File: src/rtl/nfc_cmd_sequencer_if.sv
// Host/flash-controller signal bundle for nfc_cmd_sequencer.
// The sequencer uses the slave modport; the host and controller side use master.
interface nfc_cmd_sequencer_if #(
  parameter int DEPTH = 4,
  parameter int RWA_W = 16,
  parameter int TAG_W = 4
);
  logic                     cq_valid;
  logic                     cq_ready;
  logic [2:0]               cq_cmd;
  logic [RWA_W-1:0]         cq_addr;
  logic [TAG_W-1:0]         cq_tag;

  logic [2:0]               nfc_cmd;
  logic                     nfc_strt;
  logic [RWA_W-1:0]         RWA;
  logic                     nfc_done;
  logic                     PErr;
  logic                     EErr;
  logic                     RErr;

  logic                     st_valid;
  logic                     st_ready;
  logic [TAG_W-1:0]         st_tag;
  logic [2:0]               st_cmd;
  logic                     st_err;
  logic                     st_timeout;
  logic                     st_illegal;

  logic                     busy;
  logic [$clog2(DEPTH):0]   q_count;

  modport master (
    output cq_valid, cq_cmd, cq_addr, cq_tag, nfc_done, PErr, EErr, RErr, st_ready,
    input  cq_ready, nfc_cmd, nfc_strt, RWA, st_valid, st_tag, st_cmd, st_err,
           st_timeout, st_illegal, busy, q_count
  );

  modport slave (
    input  cq_valid, cq_cmd, cq_addr, cq_tag, nfc_done, PErr, EErr, RErr, st_ready,
    output cq_ready, nfc_cmd, nfc_strt, RWA, st_valid, st_tag, st_cmd, st_err,
           st_timeout, st_illegal, busy, q_count
  );
endinterface

File: src/rtl/nfc_cmd_sequencer.sv
// NAND command sequencer: FIFO of host commands, issued one at a time to the flash
// controller, one status per command. Define NFC_SEQ_TIMEOUT_EN to build the timeout.
//   state     | meaning
//   IDLE      | waiting for a queued command
//   ISSUE     | one-cycle start pulse to the controller
//   ARM       | waiting for a stale nfc_done to drop
//   WAIT_DONE | waiting for the controller to finish
//   REPORT    | status held until the host accepts it
module nfc_cmd_sequencer #(
  parameter int DEPTH = 4,
  parameter int RWA_W = 16,
  parameter int TAG_W = 4,
  parameter int TO_W  = 20
) (
  input  logic                clk,
  input  logic                rst,
  nfc_cmd_sequencer_if.slave  bus
);
  localparam int PTR_W = (DEPTH > 1) ? $clog2(DEPTH) : 1;
  localparam int CNT_W = $clog2(DEPTH) + 1;

  localparam logic [2:0] OP_PROG    = 3'b001;
  localparam logic [2:0] OP_READ    = 3'b010;
  localparam logic [2:0] OP_RESET   = 3'b011;
  localparam logic [2:0] OP_ERASE   = 3'b100;
  localparam logic [2:0] OP_READ_ID = 3'b101;
  localparam logic [2:0] OP_NONE    = 3'b111;

  typedef enum logic [2:0] {
    S_IDLE, S_ISSUE, S_ARM, S_WAIT_DONE, S_REPORT
  } state_t;

  typedef struct packed {
    logic [2:0]       cmd;
    logic [RWA_W-1:0] addr;
    logic [TAG_W-1:0] tag;
  } entry_t;

  function automatic logic f_legal(input logic [2:0] op);
    case (op)
      OP_PROG, OP_READ, OP_RESET, OP_ERASE, OP_READ_ID: f_legal = 1'b1;
      default:                                          f_legal = 1'b0;
    endcase
  endfunction

  function automatic logic f_err(input logic [2:0] op, input logic pe, input logic ee,
                                 input logic re);
    case (op)
      OP_PROG:  f_err = pe;
      OP_ERASE: f_err = ee;
      OP_READ:  f_err = re;
      default:  f_err = 1'b0;
    endcase
  endfunction

  state_t           r_state;
  entry_t           r_mem [DEPTH];
  logic [PTR_W-1:0] r_wr_ptr;
  logic [PTR_W-1:0] r_rd_ptr;
  logic [CNT_W-1:0] r_count;

  logic             r_nfc_strt;
  logic [2:0]       r_nfc_cmd;
  logic [RWA_W-1:0] r_rwa;
  logic             r_st_valid;
  logic [TAG_W-1:0] r_st_tag;
  logic [2:0]       r_st_cmd;
  logic             r_st_err;
  logic             r_st_timeout;
  logic             r_st_illegal;

  logic             w_push;
  logic             w_pop;
  logic             w_full;
  logic             w_empty;
  logic             w_to_hit;
  entry_t           w_head;

  // Full is judged on the registered count only, so a same-cycle pop never reopens it.
  assign w_full  = (r_count == CNT_W'(DEPTH));
  assign w_empty = (r_count == '0);
  assign w_push  = bus.cq_valid && !w_full;
  assign w_pop   = (r_state == S_IDLE) && !w_empty;
  assign w_head  = r_mem[r_rd_ptr];

  always_ff @(posedge clk) begin
    if (w_push) r_mem[r_wr_ptr] <= {bus.cq_cmd, bus.cq_addr, bus.cq_tag};
  end

  always_ff @(posedge clk or posedge rst) begin
    if (rst) begin
      r_wr_ptr <= '0;
      r_rd_ptr <= '0;
      r_count  <= '0;
    end else begin
      if (w_push) r_wr_ptr <= r_wr_ptr + PTR_W'(1);
      if (w_pop)  r_rd_ptr <= r_rd_ptr + PTR_W'(1);
      case ({w_push, w_pop})
        2'b10:   r_count <= r_count + CNT_W'(1);
        2'b01:   r_count <= r_count - CNT_W'(1);
        default: r_count <= r_count;
      endcase
    end
  end

`ifdef NFC_SEQ_TIMEOUT_EN
  logic [TO_W-1:0] r_to_cnt;

  always_ff @(posedge clk or posedge rst) begin
    if (rst)                                                  r_to_cnt <= '0;
    else if (r_state == S_ISSUE)                              r_to_cnt <= '0;
    else if (r_state == S_ARM || r_state == S_WAIT_DONE)      r_to_cnt <= r_to_cnt + TO_W'(1);
  end

  assign w_to_hit = (r_state == S_ARM || r_state == S_WAIT_DONE) && (r_to_cnt == '1);
`else
  // No counter in this build; a zero-width limit never exists, so this is constant 0.
  assign w_to_hit = (TO_W == 0);
`endif

  always_ff @(posedge clk or posedge rst) begin
    if (rst) begin
      r_state      <= S_IDLE;
      r_nfc_strt   <= 1'b0;
      r_nfc_cmd    <= OP_NONE;
      r_rwa        <= '0;
      r_st_valid   <= 1'b0;
      r_st_tag     <= '0;
      r_st_cmd     <= '0;
      r_st_err     <= 1'b0;
      r_st_timeout <= 1'b0;
      r_st_illegal <= 1'b0;
    end else begin
      case (r_state)
        S_IDLE: begin
          if (w_pop) begin
            r_st_tag     <= w_head.tag;
            r_st_cmd     <= w_head.cmd;
            r_st_err     <= 1'b0;
            r_st_timeout <= 1'b0;
            if (f_legal(w_head.cmd)) begin
              r_st_illegal <= 1'b0;
              r_nfc_strt   <= 1'b1;
              r_nfc_cmd    <= w_head.cmd;
              r_rwa        <= w_head.addr;
              r_state      <= S_ISSUE;
            end else begin
              r_st_illegal <= 1'b1;
              r_st_valid   <= 1'b1;
              r_state      <= S_REPORT;
            end
          end
        end
        S_ISSUE: begin
          r_nfc_strt <= 1'b0;
          r_state    <= S_ARM;
        end
        S_ARM: begin
          if (w_to_hit) begin
            r_st_timeout <= 1'b1;
            r_st_valid   <= 1'b1;
            r_nfc_cmd    <= OP_NONE;
            r_state      <= S_REPORT;
          end else if (!bus.nfc_done) begin
            r_state <= S_WAIT_DONE;
          end
        end
        S_WAIT_DONE: begin
          if (bus.nfc_done) begin
            r_st_err   <= f_err(r_st_cmd, bus.PErr, bus.EErr, bus.RErr);
            r_st_valid <= 1'b1;
            r_nfc_cmd  <= OP_NONE;
            r_state    <= S_REPORT;
          end else if (w_to_hit) begin
            r_st_timeout <= 1'b1;
            r_st_valid   <= 1'b1;
            r_nfc_cmd    <= OP_NONE;
            r_state      <= S_REPORT;
          end
        end
        S_REPORT: begin
          if (bus.st_ready) begin
            r_st_valid <= 1'b0;
            r_state    <= S_IDLE;
          end
        end
        default: r_state <= S_IDLE;
      endcase
    end
  end

  assign bus.cq_ready   = !w_full;
  assign bus.nfc_strt   = r_nfc_strt;
  assign bus.nfc_cmd    = r_nfc_cmd;
  assign bus.RWA        = r_rwa;
  assign bus.st_valid   = r_st_valid;
  assign bus.st_tag     = r_st_tag;
  assign bus.st_cmd     = r_st_cmd;
  assign bus.st_err     = r_st_err;
  assign bus.st_timeout = r_st_timeout;
  assign bus.st_illegal = r_st_illegal;
  assign bus.busy       = (r_state != S_IDLE);
  assign bus.q_count    = r_count;
endmodule

File: src/flat_wrapper.sv
// flat-port wrapper written by rule: the top's interface ports become plain ports
module nfc_cmd_sequencer_flat 
#(
  parameter int DEPTH = 4,
  parameter int RWA_W = 16,
  parameter int TAG_W = 4,
  parameter int TO_W  = 20
)
  (clk, rst, bus_cq_valid, bus_cq_cmd, bus_cq_addr, bus_cq_tag, bus_nfc_done, bus_PErr, bus_EErr, bus_RErr, bus_st_ready, bus_cq_ready, bus_nfc_cmd, bus_nfc_strt, bus_RWA, bus_st_valid, bus_st_tag, bus_st_cmd, bus_st_err, bus_st_timeout, bus_st_illegal, bus_busy, bus_q_count);
  nfc_cmd_sequencer_if #(.DEPTH(DEPTH), .RWA_W(RWA_W), .TAG_W(TAG_W)) bus_i ();
  input  logic clk;
  input  logic rst;
  input wire logic [$bits(bus_i.cq_valid)-1:0] bus_cq_valid;
  input wire logic [$bits(bus_i.cq_cmd)-1:0] bus_cq_cmd;
  input wire logic [$bits(bus_i.cq_addr)-1:0] bus_cq_addr;
  input wire logic [$bits(bus_i.cq_tag)-1:0] bus_cq_tag;
  input wire logic [$bits(bus_i.nfc_done)-1:0] bus_nfc_done;
  input wire logic [$bits(bus_i.PErr)-1:0] bus_PErr;
  input wire logic [$bits(bus_i.EErr)-1:0] bus_EErr;
  input wire logic [$bits(bus_i.RErr)-1:0] bus_RErr;
  input wire logic [$bits(bus_i.st_ready)-1:0] bus_st_ready;
  output wire logic [$bits(bus_i.cq_ready)-1:0] bus_cq_ready;
  output wire logic [$bits(bus_i.nfc_cmd)-1:0] bus_nfc_cmd;
  output wire logic [$bits(bus_i.nfc_strt)-1:0] bus_nfc_strt;
  output wire logic [$bits(bus_i.RWA)-1:0] bus_RWA;
  output wire logic [$bits(bus_i.st_valid)-1:0] bus_st_valid;
  output wire logic [$bits(bus_i.st_tag)-1:0] bus_st_tag;
  output wire logic [$bits(bus_i.st_cmd)-1:0] bus_st_cmd;
  output wire logic [$bits(bus_i.st_err)-1:0] bus_st_err;
  output wire logic [$bits(bus_i.st_timeout)-1:0] bus_st_timeout;
  output wire logic [$bits(bus_i.st_illegal)-1:0] bus_st_illegal;
  output wire logic [$bits(bus_i.busy)-1:0] bus_busy;
  output wire logic [$bits(bus_i.q_count)-1:0] bus_q_count;
  assign bus_i.cq_valid = bus_cq_valid;
  assign bus_i.cq_cmd = bus_cq_cmd;
  assign bus_i.cq_addr = bus_cq_addr;
  assign bus_i.cq_tag = bus_cq_tag;
  assign bus_i.nfc_done = bus_nfc_done;
  assign bus_i.PErr = bus_PErr;
  assign bus_i.EErr = bus_EErr;
  assign bus_i.RErr = bus_RErr;
  assign bus_i.st_ready = bus_st_ready;
  assign bus_cq_ready = bus_i.cq_ready;
  assign bus_nfc_cmd = bus_i.nfc_cmd;
  assign bus_nfc_strt = bus_i.nfc_strt;
  assign bus_RWA = bus_i.RWA;
  assign bus_st_valid = bus_i.st_valid;
  assign bus_st_tag = bus_i.st_tag;
  assign bus_st_cmd = bus_i.st_cmd;
  assign bus_st_err = bus_i.st_err;
  assign bus_st_timeout = bus_i.st_timeout;
  assign bus_st_illegal = bus_i.st_illegal;
  assign bus_busy = bus_i.busy;
  assign bus_q_count = bus_i.q_count;
  nfc_cmd_sequencer #(.DEPTH(DEPTH), .RWA_W(RWA_W), .TAG_W(TAG_W), .TO_W(TO_W)) u_core (.clk(clk), .rst(rst), .bus(bus_i));
endmodule
File: config.mk
export PLATFORM = sky130hd
export DESIGN_NAME = nfc_cmd_sequencer_flat
export DESIGN_NICKNAME = d
export VERILOG_FILES = /design/src/rtl/nfc_cmd_sequencer_if.sv /design/src/rtl/nfc_cmd_sequencer.sv /design/src/flat_wrapper.sv
export SDC_FILE = /design/constraint.sdc
export NUM_CORES = 1
export LEC_CHECK = 0
export ABC_AREA = 1
export ABC_CLOCK_PERIOD_IN_PS = 2400
export BUFFER_PORTS_ARGS = -buffer_cell sky130_fd_sc_hd__buf_2
export CORE_UTILIZATION = 57
export DETAILED_ROUTE_END_ITERATION = 8
export GPL_ROUTABILITY_DRIVEN = 0
export GPL_TIMING_DRIVEN = 0
export PLACE_DENSITY = 0.79
export SYNTH_ARGS = -nofsm -noshare
export SYNTH_HDL_FRONTEND = slang
export SYNTH_SLANG_ARGS = --single-unit
File: constraint.sdc
create_clock -name clk -period 2.4 [get_ports clk]
set_input_delay 0.24 -clock clk [delete_from_list [all_inputs] [get_ports clk]]
set_output_delay 0.24 -clock clk [all_outputs]
set_load 0.01 [all_outputs]
======== After elaboration in Yosys (flattened, before gate mapping) ========
Memory sizes are Yosys's and may differ from the RTL's.
Cells that the tools add are included.
operators by class
  add/subtract/negate cells ............... 4
  equality and inequality tests ........... 21
  mux-type cells .......................... 29
  reduce and logical (&&, ||, !) cells .... 19
operators with widths
  cell                 number
  $mux 3               8
  $eq 3x2->1 const B   5
  $eq 3x3->1 const B   5
  $pmux 3 s5           1
  $mux 1               14
  $pmux 3 s2           2
  $ne 2x2->1 const B   5
  $eq 3x1->1 const B   3
  $reduce_and 3->1     3
  $reduce_and 4->1     2
  $logic_not 3->1      2
  $pmux 1 s3           2
  $reduce_bool 2->1    3
  $reduce_bool 3->1    2
  $reduce_and 5->1     1
  $reduce_or 5->1      1
  $add 2x1->2 const B  2
  $pmux 1 s2           2
  $add 3x1->3 const B  1
  $sub 3x1->3 const B  1
  $eq 2x1->1 const B   1
  $eq 2x2->1 const B   1
  $logic_and 1x1->1    2
  $logic_not 1->1      2
  other kinds (2)      2
storage, ports and cells
  register bits ........................... 40
  memory bits (writable) .................. 92
  input bits .............................. 31
  output and inout bits ................... 36
  word-level logic and storage cells ...... 86
  memories kept ........................... 1
memories
  name          depth  bits a word  read ports  clocked after Yosys merged registers in  write ports  line                     text
  u_core.r_mem  4      23           1           0                                        1            nfc_cmd_sequencer.sv:57  entry_t r_mem [DEPTH];

======== Longest topological paths before layout ========
Gate-level depths: netlist of run 1.
An unclocked memory read counts as a cell.
  depth in word-level cells ............... 9
  mapped depth ............................ 12
  gate-level depth less buffers ........... 11

======== Worst setup path before layout of run 1 ========
OpenSTA, ideal clock, no wires.
  path kind ............................... reg2reg
  from .................................... reg u_core.r_count[0] (netlist: u_core.bus.q_count[0])
  to ...................................... mem u_core.r_mem[0][0] (netlist name) (enable)
  library setup time ...................... 403 ps
  arrival time ............................ 1845 ps
  data required time ...................... 1997 ps
  path slack .............................. 152 ps
  stages on the path, launching flop included .. 5
  path buffers ............................ 0
  path through ............................ dfrtp_1 > inv_1 > nand3_1 > nand2_1 > nor2_1
between the ends
  longest elaborated chain between the ends .. 5
RTL lines
  element                       line                      text
  from (decl)                   nfc_cmd_sequencer.sv:60   logic [CNT_W-1:0] r_count;
  from (signal assigned)        nfc_cmd_sequencer.sv:99   2'b10: r_count <= r_count + CNT_W'(1);
  from (signal assigned)        nfc_cmd_sequencer.sv:100  2'b01: r_count <= r_count - CNT_W'(1);
  from (signal assigned)        nfc_cmd_sequencer.sv:101  default: r_count <= r_count;
  $eq 3x3->1                    nfc_cmd_sequencer.sv:80   assign w_full = (r_count == CNT_W'(DEPTH));
  $logic_not 1->1               --
  named net bus_cq_ready        flat_wrapper.sv:22        output wire logic [$bits(bus_i.cq_ready)-1:0] bus_cq_ready;
  $logic_and 1x1->1             nfc_cmd_sequencer.sv:82   assign w_push = bus.cq_valid && !w_full;
  $mux 1                        nfc_cmd_sequencer.sv:87   if (w_push) r_mem[r_wr_ptr] <= {bus.cq_cmd, bus.cq_addr, bus.cq_tag};
  $mux 1 (implied by the code)  nfc_cmd_sequencer.sv:87
  to (decl)                     nfc_cmd_sequencer.sv:57
The timed path passes the listed nets, and every way through them passes these cells.

======== Final worst setup path of run 1 ========
  from .................................... reg u_core.r_state[1]
  to ...................................... reg u_core.r_count[2] (netlist: u_core.bus.q_count[2])
between the ends
  longest elaborated chain between the ends .. 4
RTL lines
  element                                                 line                      text
  from (decl)                                             nfc_cmd_sequencer.sv:56   state_t r_state;
  from (signal assigned)                                  nfc_cmd_sequencer.sv:123  r_state <= S_IDLE;
  from (signal assigned)                                  nfc_cmd_sequencer.sv:146  r_state <= S_ISSUE;
  from (signal assigned)                                  nfc_cmd_sequencer.sv:150  r_state <= S_REPORT;
  $logic_not 3->1 (*)                                     nfc_cmd_sequencer.sv:83   assign w_pop = (r_state == S_IDLE) && !w_empty;
  $logic_and 1x1->1 (*)                                   nfc_cmd_sequencer.sv:83
  named net u_core.w_pop                                  nfc_cmd_sequencer.sv:73   logic w_pop;
  $eq 2x1->1 / $eq 2x2->1 (equally long branches)         nfc_cmd_sequencer.sv:98   case ({w_push, w_pop})
  $pmux 3 s2 / $reduce_bool 2->1 (equally long branches)  --
The timed path passes the listed nets; every way through them passes the cells marked *.
A chain may end at the register's enable or synchronous reset.

==> results of run 1 <==
==> where the power goes <==
part | leakage (nW) | switching (W) | internal, W
Combinational | 1.20 | 0.00241 | 0.00140
Clock | 0.263 | 0.000903 | 0.00146
Sequential | 1.32 | 0.000318 | 0.00316
==> placed cells by master (no fill, tap or decap), drive strengths merged, types with 2 or more instances in the layout <==
cell         instances
a21oi               22
a31oi                4
a32o                16
buf                 84
bufinv               2
clkbuf              27
clkinv               7
clkinvlp             2
dfrtp               37
dfstp                3
dlygate4sd3         25
edfxtp              92
ha                   5
inv                 24
nand2              115
nand3               17
nor2                35
nor3                 2
o21ai               29
xor2                 3
==> logic make-up (layout without fill, tap and decap cells) <==
| family | after synthesis | count (layout) | share of synthesized area [%] |
|---|---|---|---|
| xor gates and xnor gates | 4 | 4 | 0.652 |
| buffers and inverters | 43 | 171 | 4.05 |
| adders and majority gates | 6 | 6 | 1.54 |
| and+or+nand+nor | 170 | 170 | 13.8 |
| other | 1 | 1 | 0.0698 |
| AOI/OAI and AO/OA | 74 | 74 | 9.74 |
| DFF | 132 | 132 | 70.1 |
==> worst min-delay path by stage <==
| stage | from | to | slack [ps] | cells after the start |
|---|---|---|---|---|
| 2_1_floorplan | bus_cq_tag[0] | u_core.r_mem[0][0]$_DFFE_PP_ | 340 | 0 |
| 5_1_grt | bus_nfc_done | u_core.r_state[0]$_DFFE_PP0P_ | 70 | 4 |
| 6_report | bus_nfc_done | u_core.r_state[0]$_DFFE_PP0P_ | 50 | 4 |
| 3_5_place_dp | u_core.bus.nfc_cmd[1]$_DFFE_PP1P_ | u_core.bus.nfc_cmd[1]$_DFFE_PP1P_ | 450 | 2 |
| 4_1_cts | bus_nfc_done | u_core.r_state[0]$_DFFE_PP0P_ | 40 | 4 |
| 3_3_place_gp | bus_cq_addr[3] | u_core.r_mem[3][7]$_DFFE_PP_ | 450 | 1 |
==> area by class of cell <==
type | count | area, um^2 | share of cell area (%)
clock buffers | 21 | 429 | 6.37
flip-flops and latches | 132 | 3770 | 55.9
inverters | 24 | 95.1 | 1.41
well taps | 111 | 139 | 2.06
multi-input cells | 255 | 1400 | 20.8
clock inverters | 11 | 113 | 1.67
repair buffers | 96 | 663 | 9.85
plain buffers | 19 | 128 | 1.89
==> layer usage <==
metal  up-vias  part of all wire, %  track usage (%)  wire length (um)
met5         -                    0                0                 0
met4         0                  1.5             10.7               178
met3        22                  7.6             7.52               897
met2       182                   51             43.3              5980
met1      1770                   40             32.7              4720
li1       1728                    -                -                 -
==> stage by stage <==
| step | utilization [%] | instance area (um^2) | worst slack (ps) | hold slack, ps | cells |
|---|---|---|---|---|---|
| floorplan | - | 5370 | 152 | 339 | 430 |
| global placement | 63.5 | 5840 | -518 | 450 | 606 |
| detailed placement | 64.4 | 5920 | 58.6 | 452 | 610 |
| CTS | 73.0 | 6710 | 37.7 | 38.4 | 667 |
| global route | 73.2 | 6740 | -8.83 | 72.8 | 669 |
| finish | 73.2 | 6740 | 157 | 52.4 | 669 |
==> state kept, by name (all words and copies together), names as in the netlist <==
signal,count
u_core.bus.q_count,3
u_core.bus.st_tag,4
u_core.r_rd_ptr,2
u_core.r_wr_ptr,2
u_core.bus.RWA,16
u_core.bus.nfc_cmd,3
u_core.bus.st_cmd,3
u_core.r_mem,92
u_core.bus.nfc_strt,1
u_core.bus.st_valid,1
u_core.bus.st_illegal,1
u_core.bus.st_err,1
u_core.r_state,3
==> worst reg2reg max path, stage by stage, from the launching register on <==
cell and delay (ps):
sky130_fd_sc_hd__dfrtp_1 400, sky130_fd_sc_hd__nor2_2 150, sky130_fd_sc_hd__nand2_1 120, sky130_fd_sc_hd__inv_2 110
sky130_fd_sc_hd__nand2_4 110, sky130_fd_sc_hd__inv_6 110, sky130_fd_sc_hd__buf_6 140, sky130_fd_sc_hd__ha_1 150
sky130_fd_sc_hd__inv_1 70, sky130_fd_sc_hd__fa_1 390, sky130_fd_sc_hd__a21oi_1 140, sky130_fd_sc_hd__o21ai_1 90
sky130_fd_sc_hd__xor2_1 140
==> repair_timing <==
| item | in CTS | in global routing |
|---|---|---|
| hold buffers | 25 | 0 |
| setup endpoints to repair | 0 | 1 |
| endpoints found under the hold margin | 130 | 0 |
| resized for setup | 0 | 4 |
| setup buffers | 0 | 2 |
==> run_summary.xml, run 1 <==
<?xml version="1.0" encoding="UTF-8"?>
<metrics>
  <group name="route">
    <metric name="vias" unit="">3702</metric>
    <metric name="routed_wire_length_per_instance" unit="um">17.6</metric>
    <metric name="drt_iter0_markers" unit="">276</metric>
    <metric name="first_pass_iters" unit="">7</metric>
    <metric name="detail-route-antenna-nets" unit="">0</metric>
    <metric name="route.detailed.drc" unit="">2</metric>
    <metric name="wl" unit="um">11800</metric>
    <metric name="via_per_inst" unit="">5.53</metric>
  </group>
  <group name="sta">
    <metric name="timing_hold_violations_final" unit="">0</metric>
    <metric name="finalSetupViolCount" unit="">0</metric>
    <metric name="period_share" unit="%">93.4</metric>
    <metric name="worst_slew_pin_slew" unit="ps">900</metric>
    <metric name="setup_tns" unit="ps">0</metric>
    <metric name="drv_slew" unit="">0</metric>
    <metric name="relSlewSlack" unit="%">39.9</metric>
    <metric name="clock_skew" unit="ps">12.8</metric>
    <metric name="fmaxAchievable" unit="MHz">446</metric>
    <metric name="post-route-min-period" unit="ps">2240</metric>
  </group>
  <group name="yosys">
    <metric name="synth.cells.most_frequent" unit="">99 x sky130_fd_sc_hd__nand2_1, 92 x sky130_fd_sc_hd__edfxtp_1, 37 x sky130_fd_sc_hd__dfrtp_1</metric>
    <metric name="ys_seq_area_share" unit="%">70.1</metric>
    <metric name="synthMostInstantiatedCell" unit="">sky130_fd_sc_hd__nand2_1</metric>
    <metric name="flip_flop_and_latch_count_after_synthesis" unit="">132</metric>
    <metric name="synthTopCellsByArea" unit="">sky130_fd_sc_hd__edfxtp_1 51%, sky130_fd_sc_hd__dfrtp_1 17%, sky130_fd_sc_hd__nand2_1 6.9%, sky130_fd_sc_hd__a32o_1 3.0%, sky130_fd_sc_hd__o21ai_2 2.6%</metric>
    <metric name="post_synth_num_cell_types" unit="">33</metric>
    <metric name="post-synth-top-area-fraction" unit="%">51.4</metric>
    <metric name="synth_nets" unit="">467</metric>
    <metric name="synthArstFlopShare" unit="%">30.3</metric>
    <metric name="synth_top_area_cell" unit="">sky130_fd_sc_hd__edfxtp_1</metric>
    <metric name="post_synth_instance_area" unit="um^2">5370</metric>
    <metric name="synth_flop_cell" unit="">sky130_fd_sc_hd__edfxtp_1</metric>
    <metric name="synth.yosys.warnings" unit="">0</metric>
    <metric name="syn_inst" unit="">430</metric>
    <metric name="synth_area_per_cell" unit="um^2">12.5</metric>
    <metric name="synth-edff-count" unit="">92</metric>
  </group>
  <group name="power_and_ir_drop">
    <metric name="power_leakage" unit="nW">2.79</metric>
    <metric name="power-per-cell-area" unit="nW/um^2">1430</metric>
    <metric name="ir_drop" unit="mV">0.692</metric>
    <metric name="design_power_total" unit="W">0.00965</metric>
  </group>
  <group name="global_routing">
    <metric name="antenna_found_initial" unit="">0</metric>
    <metric name="grt_start_max_net_pins" unit="">41</metric>
    <metric name="grt-ovfl-total" unit="">0</metric>
    <metric name="grt_use_total" unit="%">26.2</metric>
    <metric name="global_route_wire_length_before_repair" unit="um">18700</metric>
    <metric name="number_of_global_route_vias_before_repair" unit="">3718</metric>
  </group>
  <group name="placement">
    <metric name="io_buffers" unit="">65</metric>
    <metric name="detailedPlacementHpwl" unit="um">7300</metric>
  </group>
  <group name="cells_and_area">
    <metric name="fill_cells" unit="">593</metric>
    <metric name="syn_to_final_growth" unit="%">25.4</metric>
    <metric name="num-nets-final" unit="">582</metric>
    <metric name="antenna_cells_inserted" unit="">0</metric>
    <metric name="post_route_cells_drive_above_1_share" unit="%">28.7</metric>
  </group>
  <group name="critical_path">
    <metric name="cp_num_cells" unit="">12</metric>
    <metric name="critical_path_required" unit="ps">2800</metric>
    <metric name="slowest_stage" unit="">sky130_fd_sc_hd__dfrtp_1</metric>
    <metric name="critPathMaxStageDelay" unit="ps">400</metric>
    <metric name="worstRegToRegCells" unit="">12</metric>
    <metric name="critical_path_class" unit="">register to register</metric>
    <metric name="startpoint_type" unit="">register</metric>
    <metric name="cp_cell_sequence" unit="">nor2_2 &gt; nand2_1 &gt; inv_2 &gt; nand2_4 &gt; inv_6 &gt; buf_6 &gt; ha_1 &gt; inv_1 &gt; fa_1 &gt; a21oi_1 &gt; o21ai_1 &gt; xor2_1</metric>
    <metric name="launch_point_of_the_critical_path" unit="">u_core.r_state[1]$_DFFE_PP0P_</metric>
    <metric name="critical_path_peak_fanout" unit="">10</metric>
    <metric name="critical_path.reg2reg.endpoint" unit="">u_core.bus.q_count[2]$_DFFE_PP0P_</metric>
    <metric name="cpLargestDelayFamily" unit="">adder cells</metric>
    <metric name="timing.critical_path.to" unit="">u_core.bus.q_count[2]$_DFFE_PP0P_</metric>
    <metric name="setup.reg_to_reg.worst_slack" unit="ps">160</metric>
    <metric name="worstPathArrival" unit="ps">2640</metric>
    <metric name="setup.worst_path.end_class" unit="">register</metric>
    <metric name="timing.rr.start" unit="">u_core.r_state[1]$_DFFE_PP0P_</metric>
    <metric name="path_buf_inv" unit="">4</metric>
  </group>
  <group name="outcome">
    <metric name="failed_checks" unit="">DRC</metric>
    <metric name="status" unit="">finished, violations left</metric>
  </group>
  <group name="clock_network">
    <metric name="cts_num_sinks" unit="">132</metric>
    <metric name="clock_tree.htree_level_count" unit="">4</metric>
    <metric name="clockRootBuffer" unit="">sky130_fd_sc_hd__clkbuf_8</metric>
    <metric name="clock_latency" unit="ps">520</metric>
    <metric name="cts-root-to-sink-buffers" unit="">2</metric>
    <metric name="clk_transition_reported_paths" unit="ps">60</metric>
    <metric name="cts_inserted_buffers" unit="">17</metric>
    <metric name="tritoncts" unit="">built</metric>
  </group>
  <group name="floorplan">
    <metric name="std_cell_rows" unit="">35</metric>
    <metric name="design.core.area" unit="um^2">9200</metric>
    <metric name="start_util" unit="%">58.4</metric>
    <metric name="die_width" unit="um">99.1</metric>
    <metric name="design.die.area" unit="um^2">9820</metric>
    <metric name="io_pins" unit="">67</metric>
    <metric name="die_height" unit="um">99.1</metric>
  </group>
  <group name="worst_hold_path">
    <metric name="worst_hold_path_type" unit="">input port to register</metric>
  </group>
  <group name="job">
    <metric name="cap_viol_max_count" unit="">0</metric>
  </group>
</metrics>
(Power assumes the default switching activity.)
==> run 2, diff against run 1 <==
--- a/config.mk
+++ b/config.mk
@@ -13,6 +13,8 @@
 export GPL_ROUTABILITY_DRIVEN = 0
 export GPL_TIMING_DRIVEN = 0
 export PLACE_DENSITY = 0.79
+export RECOVER_POWER = 50
 export SYNTH_ARGS = -nofsm -noshare
 export SYNTH_HDL_FRONTEND = slang
 export SYNTH_SLANG_ARGS = --single-unit
+export TNS_END_PERCENT = 10
==> run_summary.xml, run 2 (synthesis gave the netlist of run 1 again) <==
<?xml version="1.0" encoding="UTF-8"?>
<metrics>
  <group name="outcome">
    <metric name="status" unit="">finished, violations left</metric>
    <metric name="failed_checks" unit="">DRC, capacitance limit, slew limit</metric>
  </group>
  <group name="route">
    <metric name="drt_iter0_markers" unit="">332</metric>
    <metric name="via_per_inst" unit="">5.48</metric>
    <metric name="detail-route-antenna-nets" unit="">0</metric>
    <metric name="routed_wire_length_per_instance" unit="um">17.7</metric>
    <metric name="route.detailed.drc" unit="">2</metric>
    <metric name="first_pass_iters" unit="">7</metric>
    <metric name="vias" unit="">3668</metric>
    <metric name="wl" unit="um">11800</metric>
  </group>
  <group name="cells_and_area">
    <metric name="layout_common_cells" unit="">99 x sky130_fd_sc_hd__nand2_1, 92 x sky130_fd_sc_hd__edfxtp_1, 47 x sky130_fd_sc_hd__clkbuf_1</metric>
    <metric name="layoutNonFillerInstCount" unit="">669</metric>
    <metric name="antenna_cells_inserted" unit="">0</metric>
    <metric name="layout_commonest_cell" unit="">sky130_fd_sc_hd__nand2_1</metric>
    <metric name="post_route_cells_drive_above_1_share" unit="%">21.7</metric>
    <metric name="largest_register_ffs" unit="">92</metric>
    <metric name="top_register" unit="">u_core.r_mem</metric>
    <metric name="syn_to_final_growth" unit="%">24.4</metric>
    <metric name="num-nets-final" unit="">582</metric>
    <metric name="final_design_utilization" unit="%">72.7</metric>
    <metric name="final_area" unit="um^2">6680</metric>
  </group>
  <group name="clock_network">
    <metric name="clk_transition_reported_paths" unit="ps">60</metric>
    <metric name="cts_inserted_buffers" unit="">17</metric>
    <metric name="clock_latency" unit="ps">510</metric>
    <metric name="clockRootBuffer" unit="">sky130_fd_sc_hd__clkbuf_8</metric>
    <metric name="clock_tree.htree_level_count" unit="">4</metric>
    <metric name="tritoncts" unit="">built</metric>
    <metric name="cts_num_sinks" unit="">132</metric>
    <metric name="cts-root-to-sink-buffers" unit="">2</metric>
  </group>
  <group name="critical_path">
    <metric name="critical_path_class" unit="">register to register</metric>
    <metric name="setup.worst_path.end_class" unit="">register</metric>
    <metric name="critical_path_peak_fanout" unit="">10</metric>
    <metric name="startpoint_type" unit="">register</metric>
    <metric name="setup.reg_to_reg.worst_slack" unit="ps">160</metric>
    <metric name="critical_path_required" unit="ps">2790</metric>
    <metric name="worstPathArrival" unit="ps">2630</metric>
  </group>
  <group name="global_routing">
    <metric name="grt_use_total" unit="%">26.2</metric>
    <metric name="grt_start_max_net_pins" unit="">41</metric>
    <metric name="grt-ovfl-total" unit="">0</metric>
    <metric name="global_route_wire_length_before_repair" unit="um">18700</metric>
    <metric name="antenna_found_initial" unit="">0</metric>
    <metric name="number_of_global_route_vias_before_repair" unit="">3718</metric>
  </group>
  <group name="sta">
    <metric name="relSlewSlack" unit="%">-7.58</metric>
    <metric name="worst_slew_pin_slew" unit="ps">1610</metric>
    <metric name="fmaxAchievable" unit="MHz">447</metric>
    <metric name="whs" unit="ps">53.3</metric>
    <metric name="period_share" unit="%">93.3</metric>
    <metric name="timing_hold_violations_final" unit="">0</metric>
    <metric name="final_critical_path_setup_slack" unit="ps">161</metric>
    <metric name="drv_slew" unit="">41</metric>
    <metric name="post-route-min-period" unit="ps">2240</metric>
    <metric name="clock_skew" unit="ps">12.5</metric>
    <metric name="finalSetupViolCount" unit="">0</metric>
  </group>
  <group name="floorplan">
    <metric name="io_pins" unit="">67</metric>
    <metric name="die_height" unit="um">99.1</metric>
    <metric name="std_cell_rows" unit="">35</metric>
    <metric name="die_width" unit="um">99.1</metric>
    <metric name="design.core.area" unit="um^2">9200</metric>
    <metric name="design.die.area" unit="um^2">9820</metric>
    <metric name="start_util" unit="%">58.4</metric>
  </group>
  <group name="power_and_ir_drop">
    <metric name="ir_drop" unit="mV">0.686</metric>
    <metric name="power-per-cell-area" unit="nW/um^2">1440</metric>
    <metric name="power_leakage" unit="nW">2.68</metric>
  </group>
  <group name="worst_hold_path">
    <metric name="worst_hold_path_type" unit="">input port to register</metric>
  </group>
  <group name="placement">
    <metric name="placement.cell_area" unit="um^2">5920</metric>
    <metric name="preCtsSetupSlack" unit="ps">58.6</metric>
    <metric name="io_buffers" unit="">65</metric>
    <metric name="detailedPlacementHpwl" unit="um">7300</metric>
    <metric name="numPlacedInstances" unit="">610</metric>
  </group>
  <group name="job">
    <metric name="cap_viol_max_count" unit="">1</metric>
  </group>
</metrics>
## run 2: changes by cell type in the layout (fill, tap and decap cells not counted), sizes merged
cell,before,now
buf,84,47
clkbuf,27,64
## run 2: area by class of cell
cell class / count / area (um^2)
repair buffers: 96 / 618
flip-flops and latches: 132 / 3770
clock buffers: 21 / 429
well taps: 111 / 139
plain buffers: 19 / 120
fillers: 616 / 2510
multi-input cells: 255 / 1400
inverters: 24 / 95.1
clock inverters: 11 / 113
## run 2: what timing repair did
| item | CTS | global route |
|---|---|---|
| gates resized for setup | 0 | 4 |
| endpoints found under the hold margin | 130 | 0 |
| setup buffers | 0 | 2 |
| hold buffers | 25 | 0 |
| endpoints found under the setup margin | 0 | 1 |
## run 2: path summary, 6_finish.rpt
check,startpoint,endpoint,cells past startpoint
min in group asynchronous,rst,u_core.r_state[0]$_DFFE_PP0P_,3
worst min-delay path,bus_nfc_done,u_core.r_state[0]$_DFFE_PP0P_,4
worst max register to register,u_core.r_state[1]$_DFFE_PP0P_,u_core.bus.q_count[2]$_DFFE_PP0P_,12
worst max-delay path,u_core.r_state[1]$_DFFE_PP0P_,u_core.bus.q_count[2]$_DFFE_PP0P_,12
max in group asynchronous,rst,u_core.bus.RWA[4]$_DFFE_PP0P_,3
worst min register to register,u_core.bus.nfc_cmd[1]$_DFFE_PP1P_,u_core.bus.nfc_cmd[1]$_DFFE_PP1P_,2
## run 2: critical path: stages (launching register included)
cell	delay (ps)
sky130_fd_sc_hd__dfrtp_1	400
sky130_fd_sc_hd__nor2_2	150
sky130_fd_sc_hd__nand2_1	120
sky130_fd_sc_hd__inv_2	110
sky130_fd_sc_hd__nand2_4	110
sky130_fd_sc_hd__inv_6	110
sky130_fd_sc_hd__buf_6	140
sky130_fd_sc_hd__ha_1	150
sky130_fd_sc_hd__inv_1	70
sky130_fd_sc_hd__fa_1	390
sky130_fd_sc_hd__a21oi_1	140
sky130_fd_sc_hd__o21ai_1	90
sky130_fd_sc_hd__xor2_1	140
## run 2: per-stage QoR
stage / power (W) / setup TNS, ps
global placement: 0.00695 / -44970
CTS: 0.00961 / 0
finish: 0.00959 / 0
detailed placement: 0.00719 / 0
global route: 0.0102 / -8.83
floorplan: 0.00601 / 0
## run 2: report_power, final
group / internal, W / switching, W / leakage, nW / total (W)
clock network: 0.00146 / 0.000900 / 0.263 / 0.00236
registers: 0.00316 / 0.000319 / 1.32 / 0.00348
logic: 0.00135 / 0.00240 / 1.09 / 0.00375
## run 2: layer usage
metal / vias up / GRT usage (%) / wire [um]
met3: 21 / 7.52 / 784
li1: 1729 / - / -
met1: 1758 / 32.7 / 4780
met5: - / 0 / 0
met4: 0 / 10.7 / 190
met2: 160 / 43.3 / 6050
